[config.mk]
export PLATFORM = sky130hd
export DESIGN_NAME = elevator_fsm
export DESIGN_NICKNAME = d
export VERILOG_FILES = /design/src/rtl/elevator_pkg.sv /design/src/rtl/elevator_tick_cnt.sv /design/src/rtl/elevator_fsm.sv
export SDC_FILE = /design/constraint.sdc
export NUM_CORES = 1
export LEC_CHECK = 0
export CELL_PAD_IN_SITES_DETAIL_PLACEMENT = 2
export CELL_PAD_IN_SITES_GLOBAL_PLACEMENT = 2
export CORE_MARGIN = 2
export CORE_UTILIZATION = 30
export CTS_CLUSTER_SIZE = 20
export DETAILED_ROUTE_END_ITERATION = 6
export PLACE_DENSITY_LB_ADDON = 0.1
export RECOVER_POWER = 25
export SLEW_MARGIN = 5
export SYNTH_ARGS = -nofsm -noshare
export SYNTH_HDL_FRONTEND = slang
export SYNTH_SLANG_ARGS = --single-unit
export TNS_END_PERCENT = 30
[constraint.sdc]
create_clock -name i_clk -period 1.7 [get_ports i_clk]
set_input_delay 0.17 -clock i_clk [delete_from_list [all_inputs] [get_ports i_clk]]
set_output_delay 0.17 -clock i_clk [all_outputs]
set_load 0.01 [all_outputs]
[src/rtl/elevator_pkg.sv]
// Shared types and defaults for the elevator sequencing stage.
package elevator_pkg;

  localparam int unsigned FLOOR_W           = 4;
  localparam int unsigned N_FLOORS_DEF      = 16;
  localparam int unsigned FLOOR_TICKS_DEF   = 8;
  localparam int unsigned DOOR_TICKS_DEF    = 4;

  typedef enum logic [2:0] {
    ST_IDLE,
    ST_EVAL,
    ST_MOVE_UP,
    ST_MOVE_DOWN,
    ST_DOOR
  } state_t;

  // Counter width covering the larger of the travel and door periods.
  function automatic int unsigned cnt_width(input int unsigned a, input int unsigned b);
    int unsigned m;
    m = (a > b) ? a : b;
    return (m < 2) ? 1 : $clog2(m);
  endfunction

endpackage

[src/rtl/elevator_tick_cnt.sv]
// Loadable down-counter with zero flag, shared by travel and door timing.
module elevator_tick_cnt #(
  parameter int unsigned W = 3
) (
  input  logic         clk,
  input  logic         rst_n,
  input  logic         load,
  input  logic [W-1:0] load_val,
  input  logic         en,
  output logic         zero
);

  logic [W-1:0] count;

  always_ff @(posedge clk) begin
    if (!rst_n) begin
      count <= '0;
    end else if (load) begin
      count <= load_val;
    end else if (en && (count != '0)) begin
      count <= count - 1'b1;
    end
  end

  assign zero = (count == '0);

endmodule

[src/rtl/elevator_fsm.sv]
// Elevator sequencer: latches a floor request, steps position one floor at a
// time under motor drive, then holds the door open before accepting again.
module elevator_fsm
  import elevator_pkg::*;
#(
  parameter int unsigned N_FLOORS    = N_FLOORS_DEF,
  parameter int unsigned FLOOR_TICKS = FLOOR_TICKS_DEF,
  parameter int unsigned DOOR_TICKS  = DOOR_TICKS_DEF
) (
  input  logic               i_clk,
  input  logic               i_rst_n,
  input  logic               i_fsm_req_valid,
  input  logic [FLOOR_W-1:0] i_fsm_req_floor,
  output logic               o_fsm_req_ready,
  output logic [FLOOR_W-1:0] o_fsm_floor_no,
  output logic [FLOOR_W-1:0] o_fsm_current_floor,
  input  logic               i_fsm_move_up,
  input  logic               i_fsm_move_down,
  input  logic               i_fsm_equal,
  output logic               o_fsm_motor_up,
  output logic               o_fsm_motor_down,
  output logic               o_fsm_door_open,
  output logic               o_fsm_busy
);

  localparam int unsigned        CNT_W       = cnt_width(FLOOR_TICKS, DOOR_TICKS);
  localparam logic [CNT_W-1:0]   FLOOR_LOAD  = CNT_W'(FLOOR_TICKS - 1);
  localparam logic [CNT_W-1:0]   DOOR_LOAD   = CNT_W'(DOOR_TICKS - 1);
  localparam logic [FLOOR_W-1:0] TOP_FLOOR   = FLOOR_W'(N_FLOORS - 1);
  localparam logic [FLOOR_W:0]   FLOOR_LIMIT = (FLOOR_W + 1)'(N_FLOORS);

  state_t           state;
  logic             cnt_load;
  logic             cnt_en;
  logic             cnt_zero;
  logic [CNT_W-1:0] cnt_load_val;

  // The counter is armed in EVAL, the cycle before the motor or door starts.
  assign cnt_load     = (state == ST_EVAL);
  assign cnt_load_val = i_fsm_equal ? DOOR_LOAD : FLOOR_LOAD;
  assign cnt_en       = (state == ST_MOVE_UP) || (state == ST_MOVE_DOWN) || (state == ST_DOOR);

  elevator_tick_cnt #(
    .W (CNT_W)
  ) u_tick_cnt (
    .clk      (i_clk),
    .rst_n    (i_rst_n),
    .load     (cnt_load),
    .load_val (cnt_load_val),
    .en       (cnt_en),
    .zero     (cnt_zero)
  );

  always_ff @(posedge i_clk) begin
    if (!i_rst_n) begin
      state               <= ST_IDLE;
      o_fsm_current_floor <= '0;
      o_fsm_floor_no      <= '0;
      o_fsm_req_ready     <= 1'b1;
      o_fsm_busy          <= 1'b0;
      o_fsm_motor_up      <= 1'b0;
      o_fsm_motor_down    <= 1'b0;
      o_fsm_door_open     <= 1'b0;
    end else begin
      case (state)
        ST_IDLE: begin
          if (i_fsm_req_valid && ({1'b0, i_fsm_req_floor} < FLOOR_LIMIT)) begin
            o_fsm_floor_no  <= i_fsm_req_floor;
            state           <= ST_EVAL;
            o_fsm_req_ready <= 1'b0;
            o_fsm_busy      <= 1'b1;
          end
        end
        ST_EVAL: begin
          if (i_fsm_equal) begin
            state           <= ST_DOOR;
            o_fsm_door_open <= 1'b1;
          end else if (i_fsm_move_up) begin
            state          <= ST_MOVE_UP;
            o_fsm_motor_up <= 1'b1;
          end else if (i_fsm_move_down) begin
            state            <= ST_MOVE_DOWN;
            o_fsm_motor_down <= 1'b1;
          end else begin
            state           <= ST_IDLE;
            o_fsm_req_ready <= 1'b1;
            o_fsm_busy      <= 1'b0;
          end
        end
        ST_MOVE_UP: begin
          if (cnt_zero) begin
            if (o_fsm_current_floor != TOP_FLOOR) begin
              o_fsm_current_floor <= o_fsm_current_floor + 1'b1;
            end
            state          <= ST_EVAL;
            o_fsm_motor_up <= 1'b0;
          end
        end
        ST_MOVE_DOWN: begin
          if (cnt_zero) begin
            if (o_fsm_current_floor != '0) begin
              o_fsm_current_floor <= o_fsm_current_floor - 1'b1;
            end
            state            <= ST_EVAL;
            o_fsm_motor_down <= 1'b0;
          end
        end
        ST_DOOR: begin
          if (cnt_zero) begin
            state           <= ST_IDLE;
            o_fsm_door_open <= 1'b0;
            o_fsm_req_ready <= 1'b1;
            o_fsm_busy      <= 1'b0;
          end
        end
        default: begin
          state            <= ST_IDLE;
          o_fsm_req_ready  <= 1'b1;
          o_fsm_busy       <= 1'b0;
          o_fsm_motor_up   <= 1'b0;
          o_fsm_motor_down <= 1'b0;
          o_fsm_door_open  <= 1'b0;
        end
      endcase
    end
  end

endmodule

Word-level counts from Yosys, hierarchy flattened
Cells that the tools add are included.
{ "totals": {"ff_bits": 19, "out_inout_bits": 13, "inputBits": 10, "elab_cells": 90} }
{ "classes": {"bitwise": 4, "n_eq_ne": 18, "n_reduce_logical": 20, "muxes": 36, "n_addsub": 3} }
{ "op_table": {"columns": ["op", "n"], "rows": [
  ["3-bit two-way mux", 7],
  ["2-bit inequality test, second input constant", 10],
  ["1-bit two-way mux", 16],
  ["4-bit two-way mux", 4],
  ["3-bit case mux with 4 select lines", 1],
  ["5-bit AND reduction", 2],
  ["1-bit case mux with 3 select lines", 3],
  ["3-bit OR reduction", 3],
  ["1-bit case mux with 4 select lines", 2],
  ["4-bit case mux with 2 select lines", 1],
  ["3-bit by 2-bit == test with 1-bit output, second input constant", 2],
  ["3-bit logical NOT", 2],
  ["2-bit by 1-bit inequality test with 1-bit output, second input constant", 3],
  ["3-bit AND reduction", 2],
  ["6-bit AND reduction", 1],
  ["4-bit by 1-bit adder with 4-bit output, second input constant", 1],
  ["2-bit two-way mux", 2],
  ["4-bit inequality test, second input constant", 1],
  ["1-bit inverter", 4],
  ["4-bit AND reduction", 1],
  ["2-bit nonzero test", 2],
  ["4-bit nonzero test", 1],
  ["4-bit by 1-bit subtractor with 4-bit output, second input constant", 1],
  ["3-bit by 1-bit == test with 1-bit output, second input constant", 1],
  ["7 further kinds", 8]
]} }

Longest topological paths before layout
Gate-level depths: netlist (run 1).
{ "logic_depth": {"ltp_word": 6, "depth_mapped": 8, "depth_no_buf": 7} }

Cells and area by module
A second synthesis (run 1) with hierarchy kept.
{ "hier_totals": {"hier_cells": 121, "area_unflattened_um2": 1052.3} }
{ "by_module_without_submodules": {"columns": ["mod", "seq_area_each_um2", "area_per_inst_um2", "cells_per_inst", "instances"], "rows": [
  ["elevator_fsm", 320.3, 867.1, 100, 1],
  ["elevator_tick_cnt", 60.1, 185.2, 21, 1]
]} }

Worst setup path before layout (run 1)
OpenSTA, ideal clock, no wires.
{ "synth_timing": {"kind": "reg2reg", "start": "reg o_fsm_current_floor[0]", "end": "reg o_fsm_current_floor[3]", "path_slack_ns": 0.164, "t_required_ns": 1.584, "stages_incl_launch_ff": 6, "t_arrival_ns": 1.420, "setup_ns": 0.116, "synth_period_minus_slack_ns": 1.536, "n_path_buf": 0, "cell_sequence": "dfxtp_1 > or3_4 > mux2_4 > nor4_4 > mux2i_1 > nor2b_1"} }
{ "synth_between": {"elab_chain_len": 4, "elab_cells_between_ends": 12, "cone_classes": "add/sub (2); eq/ne (3); mux (5); reduce/logical (2)"} }
{ "synth_lines": {"columns": ["element", "line_no", "text"], "rows": [
  ["start, declared", "elevator_fsm.sv:16", "output logic [FLOOR_W-1:0] o_fsm_current_floor,"],
  ["start signal, assigned", "elevator_fsm.sv:93", "o_fsm_current_floor <= o_fsm_current_floor + 1'b1;"],
  ["start signal, assigned", "elevator_fsm.sv:102", "o_fsm_current_floor <= o_fsm_current_floor - 1'b1;"],
  ["4-bit by 1-bit subtractor with 4-bit output or 4-bit by 1-bit adder with 4-bit output (tied branches)", "elevator_fsm.sv:102, elevator_fsm.sv:93", null],
  ["4-bit two-way mux, on equally long branches", "elevator_fsm.sv:101, elevator_fsm.sv:92", null],
  ["4-bit two-way mux, on equally long branches", "elevator_fsm.sv:100, elevator_fsm.sv:91", null],
  ["4-bit case mux with 2 select lines", "elevator_fsm.sv:65", "case (state)"]
]} }
Several ways; a longest one is shown, not always the timed one. The select of a mux whose other input is x is not followed.
A chain may end at the register's enable or synchronous reset.

Worst setup path after layout (run 1)
{ "layout_timing": {"start": "reg o_fsm_current_floor[0]", "end": "reg o_fsm_current_floor[0]"} }
The elaborated chain is that of the path after synthesis.

==> impl_metrics.prom, run 1 <==
# TYPE chip_impl_metric gauge
chip_impl_metric{name="grt_pass1_vias",unit=""} 992
chip_impl_metric{name="drv.max_cap_violation_count",unit=""} 0
chip_impl_metric{name="setup_violations",unit=""} 0
chip_impl_metric{name="power_frac_clock",unit="%"} 22.3
chip_impl_metric{name="worst_path_largest_cell_delay",unit="ns"} 0.41
chip_impl_metric{name="syn_area",unit="sq um"} 1090
chip_impl_metric{name="synth_seq_cells",unit=""} 19
chip_impl_metric{name="routed_wirelength",unit="um"} 2770
chip_impl_metric{name="die_width",unit="um"} 64.2
chip_impl_metric{name="synth.distinct_cells",unit=""} 40
chip_impl_metric{name="ys.warnings.count",unit=""} 0
chip_impl_metric{name="synth_async_sr_flop_share",unit="%"} 0
chip_impl_metric{name="initial_utilization",unit="%"} 31.8
chip_impl_metric{name="timing.setup.tns",unit="ns"} 0
chip_impl_metric{name="timing.final.hold_violations",unit=""} 0
chip_impl_metric{name="required",unit="ns"} 1.93
chip_impl_metric{name="detailed_place_hpwl",unit="um"} 2100
chip_impl_metric{name="fin_worst_skew",unit="ns"} 0.0127
chip_impl_metric{name="antenna-diode-count",unit=""} 0
chip_impl_metric{name="internal_power",unit="mW"} 0.769
chip_impl_metric{name="grt_start_max_net_pins",unit=""} 21
chip_impl_metric{name="worst_slew_margin_rel",unit="%"} 75.3
chip_impl_info{name="timing.critical_path.to_type",value="flop"} 1
chip_impl_metric{name="via_density_per_instance",unit=""} 4.83
chip_impl_metric{name="power.ir.vdd_worst",unit="uV"} 426
chip_impl_metric{name="die-height",unit="um"} 64.2
chip_impl_metric{name="detail_route.iter0.violations",unit=""} 6
chip_impl_metric{name="clock_sink_count",unit=""} 19
chip_impl_metric{name="r2r_setup_slack",unit="ns"} 0.09
chip_impl_metric{name="overflow",unit=""} 0
chip_impl_info{name="worstPathCellList",value="or3_4 > nor3b_2 > nor4_4 > xor2_1 > and2_1"} 1
chip_impl_metric{name="design.die.area",unit="sq um"} 4120
chip_impl_metric{name="vias_after_detailed_routing",unit=""} 913
chip_impl_info{name="critPathSlowestCell",value="or3_4"} 1
chip_impl_info{name="worstHoldPathType",value="in -> reg"} 1
chip_impl_info{name="worst-setup-path-type",value="reg -> reg"} 1
chip_impl_info{name="clock_tree_from_tritoncts",value="built"} 1
chip_impl_metric{name="cts_htree_levels",unit=""} 1
chip_impl_metric{name="worst_hold_slack",unit="ns"} 0.447
chip_impl_metric{name="cts_setup_buffers",unit=""} 0
chip_impl_metric{name="synth-edff-count",unit=""} 0
chip_impl_metric{name="worst_skew_pair.late_latency",unit="ns"} 0.33
chip_impl_metric{name="clk_pin_slew",unit="ns"} 0.13
chip_impl_metric{name="switchingPower",unit="mW"} 0.389
chip_impl_metric{name="grtUsageTotal",unit="%"} 14.7
chip_impl_metric{name="yosys.area.top_type_share",unit="%"} 35.0
chip_impl_metric{name="leakage",unit="nW"} 0.549
chip_impl_metric{name="post_synth.cell_area_avg",unit="sq um"} 9.53
chip_impl_metric{name="gpl.final_weighted_congestion",unit=""} 0.700
chip_impl_metric{name="buffers_on_ports",unit=""} 22
chip_impl_metric{name="detailedRoute.firstPassIterationCount",unit=""} 4
chip_impl_info{name="clock_tree_root_buffer_cell",value="clkbuf_4"} 1
chip_impl_info{name="mostFrequentLayoutCell",value="clkdlybuf4s50_1"} 1
chip_impl_metric{name="worst_slew_pin_slew",unit="ns"} 0.362
chip_impl_metric{name="cts-buffers-inserted",unit=""} 3
chip_impl_metric{name="p_per_area",unit="nW/um^2"} 811
chip_impl_metric{name="netSwitchingFraction",unit="%"} 33.6
chip_impl_metric{name="detail_route.wl_per_cell",unit="um"} 14.6
chip_impl_info{name="worstSetupStartpoint",value="o_fsm_current_floor[0]"} 1
chip_impl_metric{name="cts_buffer_depth",unit=""} 2
chip_impl_metric{name="final_net_count",unit=""} 157
chip_impl_metric{name="fillCellCount",unit=""} 385
chip_impl_metric{name="yosysSeqAreaShare",unit="%"} 35.0
chip_impl_metric{name="post-route-min-period",unit="ns"} 1.61
chip_impl_info{name="synth_largest_area_cell",value="dfxtp_1"} 1
chip_impl_info{name="rsz0062_at_grt",value="yes"} 1
chip_impl_info{name="most-common-layout-cells",value="clkdlybuf4s50_1, dfxtp_1, nor2b_1"} 1
chip_impl_metric{name="drc",unit=""} 0
chip_impl_metric{name="rows",unit=""} 21
chip_impl_metric{name="final_antenna_net_count",unit=""} 0
chip_impl_metric{name="finalMaxSlewViolations",unit=""} 0
chip_impl_info{name="status",value="finished clean"} 1
chip_impl_metric{name="share_of_the_cycle_needed_by_the_critical_path_after_routing",unit="%"} 94.6
chip_impl_metric{name="seq_power_share",unit="%"} 44.7
chip_impl_metric{name="crit_path_max_fo",unit=""} 5
chip_impl_metric{name="fraction_of_layout_instances_using_a_drive_strength_above_1",unit="%"} 17.5
chip_impl_info{name="holdCritStartpoint",value="i_fsm_req_floor[2]"} 1
chip_impl_metric{name="netlist_instances",unit=""} 114
chip_impl_metric{name="initial_antenna_violation_count",unit=""} 0
chip_impl_metric{name="achievable-frequency",unit="MHz"} 622
chip_impl_metric{name="grt_pass1_wl",unit="um"} 4640
chip_impl_metric{name="comb_power_share",unit="%"} 33.0
chip_impl_metric{name="boundaryPins",unit=""} 23
chip_impl_metric{name="mappedNetlistNets",unit=""} 127
chip_impl_info{name="yosys_most_used_dff",value="dfxtp_1"} 1
chip_impl_info{name="worst_flop_to_flop_path_startpoint",value="o_fsm_current_floor[0]"} 1
chip_impl_metric{name="cts.repair.resized",unit=""} 0
chip_impl_metric{name="area_growth",unit="%"} 31.5
chip_impl_metric{name="timing.critical_path.arrival",unit="ns"} 1.83
chip_impl_info{name="cp-start-kind",value="flop"} 1
chip_impl_metric{name="placeableCoreArea",unit="sq um"} 3420
chip_impl_info{name="ys_top_cells_by_area",value="dfxtp_1, nor2b_1, mux2i_1"} 1
chip_impl_metric{name="postCtsHoldBufs",unit=""} 0
-- registers in the layout (all words and copies together), names as in the netlist --
signal               cells
o_fsm_floor_no           4
o_fsm_req_ready          1
o_fsm_motor_up           1
state                    3
o_fsm_motor_down         1
o_fsm_busy               1
u_tick_cnt.count         3
o_fsm_door_open          1
o_fsm_current_floor      4
-- cells in the mapped netlist (2+ instances only) --
cell type / number
nor3b_1: 2
dfxtp_1: 19
xnor2_1: 2
nand3_1: 2
o21ai_0: 4
nor3b_2: 3
nor3_1: 2
and2_1: 2
o21ai_1: 2
nand2b_1: 5
buf_2: 2
xor2_1: 2
nand2_1: 6
nor4_4: 2
ha_1: 3
nor2b_1: 10
mux2i_1: 6
clkbuf_1: 2
nor2_1: 4
a21oi_1: 8
o21a_1: 2
inv_1: 5
buf_4: 2
-- final cells by class --
type	count	area [sq um]	share of cell area, %
clock buffer	3	22.5	1.58
clock inverter	1	7.51	0.526
inverter	6	22.5	1.58
multi-input combinational	83	653	45.7
sequential	19	380	26.6
tap	46	57.6	4.03
timing repair buffer	31	284	19.9
-- power by group through the flow --
| stage | Clock [mW] | Combinational (mW) | Sequential [mW] |
|---|---|---|---|
| detailed placement | 0 | 0.379 | 0.528 |
| global placement | 0 | 0.366 | 0.526 |
| CTS | 0.273 | 0.381 | 0.519 |
| finish | 0.258 | 0.382 | 0.517 |
| global route | 0.297 | 0.423 | 0.524 |
| floorplan | 0 | 0.237 | 0.533 |
-- metrics by stage --
stage          total power [mW]  cell area (sq um)  cells  setup WS, ns  utilization [%]
2_1_floorplan             0.769               1090    114         0.164                -
3_3_place_gp              0.892               1400    185        0.0872             41.0
3_5_place_dp              0.907               1400    185        0.0434             41.0
4_1_cts                    1.17               1430    189        0.0125             41.8
5_1_grt                    1.24               1430    189       -0.0122             41.8
6_report                   1.16               1430    189        0.0918             41.8
-- routing by layer --
layer	wire, um	share of wire (%)	GRT usage [%]	up-vias
met5	0	0	0	-
met2	1390	50	25.8	19
met1	1200	43	16.2	436
met4	47	1.7	5.59	0
met3	126	4.6	5.11	5
li1	-	-	-	453
-- kinds of logic (layout without fill, tap and decap cells) --
group	Yosys count	in the layout	share of synthesized area, %
AND/OR/NAND/NOR	44	44	31.5
AO/OA/AOI/OAI	25	25	14.9
flip-flops	19	19	35.0
buffers and inverters	12	41	5.07
multiplexers	7	7	6.91
XOR/XNOR	4	4	3.23
adder cells (fa/ha/maj)	3	3	3.46
-- final timing paths --
path,cells past startpoint,end
max reg2reg,5,o_fsm_current_floor[0]
min,3,o_fsm_floor_no[2]
min reg2reg,2,o_fsm_current_floor[2]
max,5,o_fsm_current_floor[0]
-- worst max-delay path: cells and delay by family (launching register included) --
| family | cells | cell delay [ns] |
|---|---|---|
| xor+xnor | 1 | 0.16 |
| flops | 1 | 0.38 |
| simple gates | 4 | 0.98 |
No activity file was read; power rests on OpenSTA's default activity.
==> run 2, diff against run 1 <==
- GPL_TIMING_DRIVEN: default -> 0
- HOLD_SLACK_MARGIN: default -> 0.05
==> impl_metrics.prom, run 2 (synthesis gave the netlist of run 1 again) <==
# TYPE chip_impl_metric gauge
chip_impl_info{name="status",value="finished clean"} 1
chip_impl_info{name="highest_signal_layer",value="met4"} 1
chip_impl_metric{name="power_frac_clock",unit="%"} 21.6
chip_impl_metric{name="post-route-min-period",unit="ns"} 1.60
chip_impl_metric{name="timing.final.hold_violations",unit=""} 0
chip_impl_metric{name="worst-path-stages",unit=""} 5
chip_impl_info{name="most-common-layout-cells",value="dfxtp_1, clkdlybuf4s50_1, nor2b_1"} 1
chip_impl_metric{name="vias_after_detailed_routing",unit=""} 914
chip_impl_metric{name="via_density_per_instance",unit=""} 4.89
chip_impl_metric{name="overall_power",unit="mW"} 1.15
chip_impl_metric{name="internal_power",unit="mW"} 0.763
chip_impl_metric{name="grtUsageTotal",unit="%"} 15.7
chip_impl_metric{name="detail_route.wl_per_cell",unit="um"} 15.4
chip_impl_metric{name="clock_sink_count",unit=""} 19
chip_impl_metric{name="placed_instance_area",unit="sq um"} 1360
chip_impl_metric{name="antenna-diode-count",unit=""} 0
chip_impl_metric{name="grt_pass1_wl",unit="um"} 4930
chip_impl_info{name="worstSetupStartpoint",value="o_fsm_current_floor[0]"} 1
chip_impl_metric{name="cts_htree_levels",unit=""} 1
chip_impl_metric{name="worst_skew_pair.late_latency",unit="ns"} 0.32
chip_impl_metric{name="netSwitchingFraction",unit="%"} 33.6
chip_impl_metric{name="worst_slew_margin_rel",unit="%"} 63.4
chip_impl_metric{name="setup_violations",unit=""} 0
chip_impl_metric{name="cts_buffer_depth",unit=""} 2
chip_impl_metric{name="worst_path_largest_cell_delay",unit="ns"} 0.41
chip_impl_metric{name="grt_pass1_vias",unit=""} 1019
chip_impl_metric{name="achievable-frequency",unit="MHz"} 625
chip_impl_metric{name="overflow",unit=""} 0
chip_impl_metric{name="postCtsHoldBufs",unit=""} 0
chip_impl_metric{name="fillCellCount",unit=""} 399
chip_impl_metric{name="fraction_of_layout_instances_using_a_drive_strength_above_1",unit="%"} 17.7
chip_impl_metric{name="area_growth",unit="%"} 30.9
chip_impl_metric{name="post_placement_cell_count",unit=""} 182
chip_impl_metric{name="m1WireLength",unit="um"} 1290
chip_impl_info{name="critPathTopFamily",value="simple AND/OR/NAND/NOR gates"} 1
chip_impl_metric{name="cts-buffers-inserted",unit=""} 3
chip_impl_metric{name="seq_power_share",unit="%"} 45.2
chip_impl_metric{name="r2r_setup_slack",unit="ns"} 0.1
chip_impl_info{name="worst-setup-path-type",value="reg -> reg"} 1
chip_impl_metric{name="p_per_area",unit="nW/um^2"} 809
chip_impl_metric{name="die_width",unit="um"} 64.2
chip_impl_info{name="top_registers",value="o_fsm_current_floor x4, o_fsm_floor_no x4"} 1
chip_impl_metric{name="final_net_count",unit=""} 155
chip_impl_info{name="critPathSlowestCell",value="or3_4"} 1
chip_impl_metric{name="leakage",unit="nW"} 0.583
chip_impl_metric{name="crit_path_max_fo",unit=""} 5
chip_impl_metric{name="rows",unit=""} 21
chip_impl_metric{name="routed_wirelength",unit="um"} 2880
chip_impl_info{name="clock_tree_from_tritoncts",value="built"} 1
chip_impl_metric{name="drv.max_cap_violation_count",unit=""} 0
chip_impl_info{name="clock_tree_root_buffer_cell",value="clkbuf_4"} 1
chip_impl_info{name="crit_end",value="o_fsm_current_floor[3]"} 1
chip_impl_metric{name="grt_start_max_net_pins",unit=""} 12
chip_impl_metric{name="timing.setup.tns",unit="ns"} 0
chip_impl_metric{name="worst_hold_path.num_cells",unit=""} 3
chip_impl_metric{name="boundaryPins",unit=""} 23
chip_impl_metric{name="comb_power_share",unit="%"} 33.2
chip_impl_info{name="timing.critical_path.to_type",value="flop"} 1
chip_impl_metric{name="detailed_place_hpwl",unit="um"} 2160
chip_impl_metric{name="timing.reg2reg.worst_path_depth",unit=""} 5
chip_impl_metric{name="initial_utilization",unit="%"} 31.8
chip_impl_metric{name="fin_worst_skew",unit="ns"} 0.00814
chip_impl_metric{name="worst_slew_pin_slew",unit="ns"} 0.547
chip_impl_info{name="regToRegEndpoint",value="o_fsm_current_floor[3]"} 1
chip_impl_metric{name="die-height",unit="um"} 64.2
chip_impl_metric{name="required",unit="ns"} 1.93
chip_impl_metric{name="clk_pin_slew",unit="ns"} 0.12
chip_impl_info{name="worstHoldPathType",value="in -> reg"} 1
chip_impl_metric{name="detail_route.iter0.violations",unit=""} 9
chip_impl_metric{name="met2RoutedLength",unit="um"} 1430
chip_impl_metric{name="buffers_on_ports",unit=""} 22
chip_impl_metric{name="gpl.final_weighted_congestion",unit=""} 0.738
chip_impl_metric{name="initial_antenna_violation_count",unit=""} 0
chip_impl_metric{name="switchingPower",unit="mW"} 0.386
chip_impl_info{name="rsz0062_at_grt",value="yes"} 1
chip_impl_metric{name="share_of_the_cycle_needed_by_the_critical_path_after_routing",unit="%"} 94.2
chip_impl_metric{name="detailedRoute.firstPassIterationCount",unit=""} 4
chip_impl_metric{name="finalNonFillerCells",unit=""} 187
chip_impl_info{name="cp-start-kind",value="flop"} 1
chip_impl_metric{name="design.die.area",unit="sq um"} 4120
chip_impl_info{name="mostFrequentLayoutCell",value="dfxtp_1"} 1
chip_impl_metric{name="drc",unit=""} 0
chip_impl_metric{name="finalMaxSlewViolations",unit=""} 0
chip_impl_info{name="worstPathCellList",value="or3_4 > mux2_4 > nor4_4 > mux2i_1 > nor2b_1"} 1
chip_impl_metric{name="wl_met3",unit="um"} 117
chip_impl_metric{name="placeableCoreArea",unit="sq um"} 3420
chip_impl_metric{name="timing.critical_path.arrival",unit="ns"} 1.83
chip_impl_metric{name="path_buf_inv",unit=""} 0
chip_impl_metric{name="final_antenna_net_count",unit=""} 0
chip_impl_metric{name="finalInstanceArea",unit="sq um"} 1420
chip_impl_metric{name="power.ir.vdd_worst",unit="uV"} 320
chip_impl_info{name="worst_flop_to_flop_path_startpoint",value="o_fsm_current_floor[0]"} 1
[run 2: cell types whose count changed in the layout (fill, tap and decap cells not counted), moves of 2 or more]
cell	change
clkdlybuf4s50_1	-6
dfxtp_1	-2
buf_4	-4
dlygate4sd3_1	+6
[run 2: worst reg2reg max path: stages (launching register included)]
cell     delay (ns)
dfxtp_1        0.38
or3_4          0.41
mux2_4         0.30
nor4_4         0.16
mux2i_1        0.21
nor2b_1        0.06
[run 2: timing repair]
item                       4_1_cts  5_1_grt
resized for setup                0        8
pin swaps                        0        0
buffers inserted                 1        0
cloned                           0        0
setup endpoints to repair        1        9
[run 2: layout make-up]
type / count / area, sq um / area share (%)
sequential: 19 / 385 / 27.1
clock buffer: 3 / 22.5 / 1.58
inverter: 6 / 22.5 / 1.58
timing repair buffer: 23 / 228 / 16.0
buffer: 6 / 35.0 / 2.46
multi-input combinational: 83 / 666 / 46.8
clock inverter: 1 / 5.00 / 0.352
tap: 46 / 57.6 / 4.05
[run 2: stage by stage]
step | utilization, % | hold slack [ns] | setup slack [ns]
floorplan | - | 0.337 | 0.164
global placement | 39.9 | 0.482 | -0.104
detailed placement | 39.9 | 0.507 | -0.163
CTS | 41.0 | 0.470 | 0.0178
global route | 41.6 | 0.485 | -0.000874
finish | 41.6 | 0.478 | 0.0991
[run 2: how the worst min path moves through the flow]
stage | end | slack (ns) | startpoint
after floorplan | state[2] | 0.34 | i_fsm_equal
after global placement | o_fsm_current_floor[2] | 0.48 | o_fsm_current_floor[2]
after detailed placement | o_fsm_current_floor[2] | 0.51 | o_fsm_current_floor[2]
after CTS | o_fsm_floor_no[1] | 0.47 | i_fsm_req_floor[1]
after global routing | o_fsm_floor_no[2] | 0.49 | i_fsm_req_floor[2]
final | o_fsm_floor_no[1] | 0.48 | i_fsm_req_floor[1]
[run 2: power groups by stage]
| stage | Sequential [mW] | Combinational [mW] | Clock, mW |
|---|---|---|---|
| detailed placement | 0.529 | 0.373 | 0 |
| CTS | 0.519 | 0.383 | 0.263 |
| global route | 0.527 | 0.428 | 0.282 |
| global placement | 0.526 | 0.358 | 0 |
| floorplan | 0.533 | 0.237 | 0 |
| finish | 0.519 | 0.381 | 0.249 |
[run 2: routing by layer]
metal / vias to the layer above / GRT usage (%)
met3: 5 / 3.17
met2: 19 / 27.3
li1: 449 / -
met4: 0 / 6.38
met1: 441 / 18.6
met5: - / 0
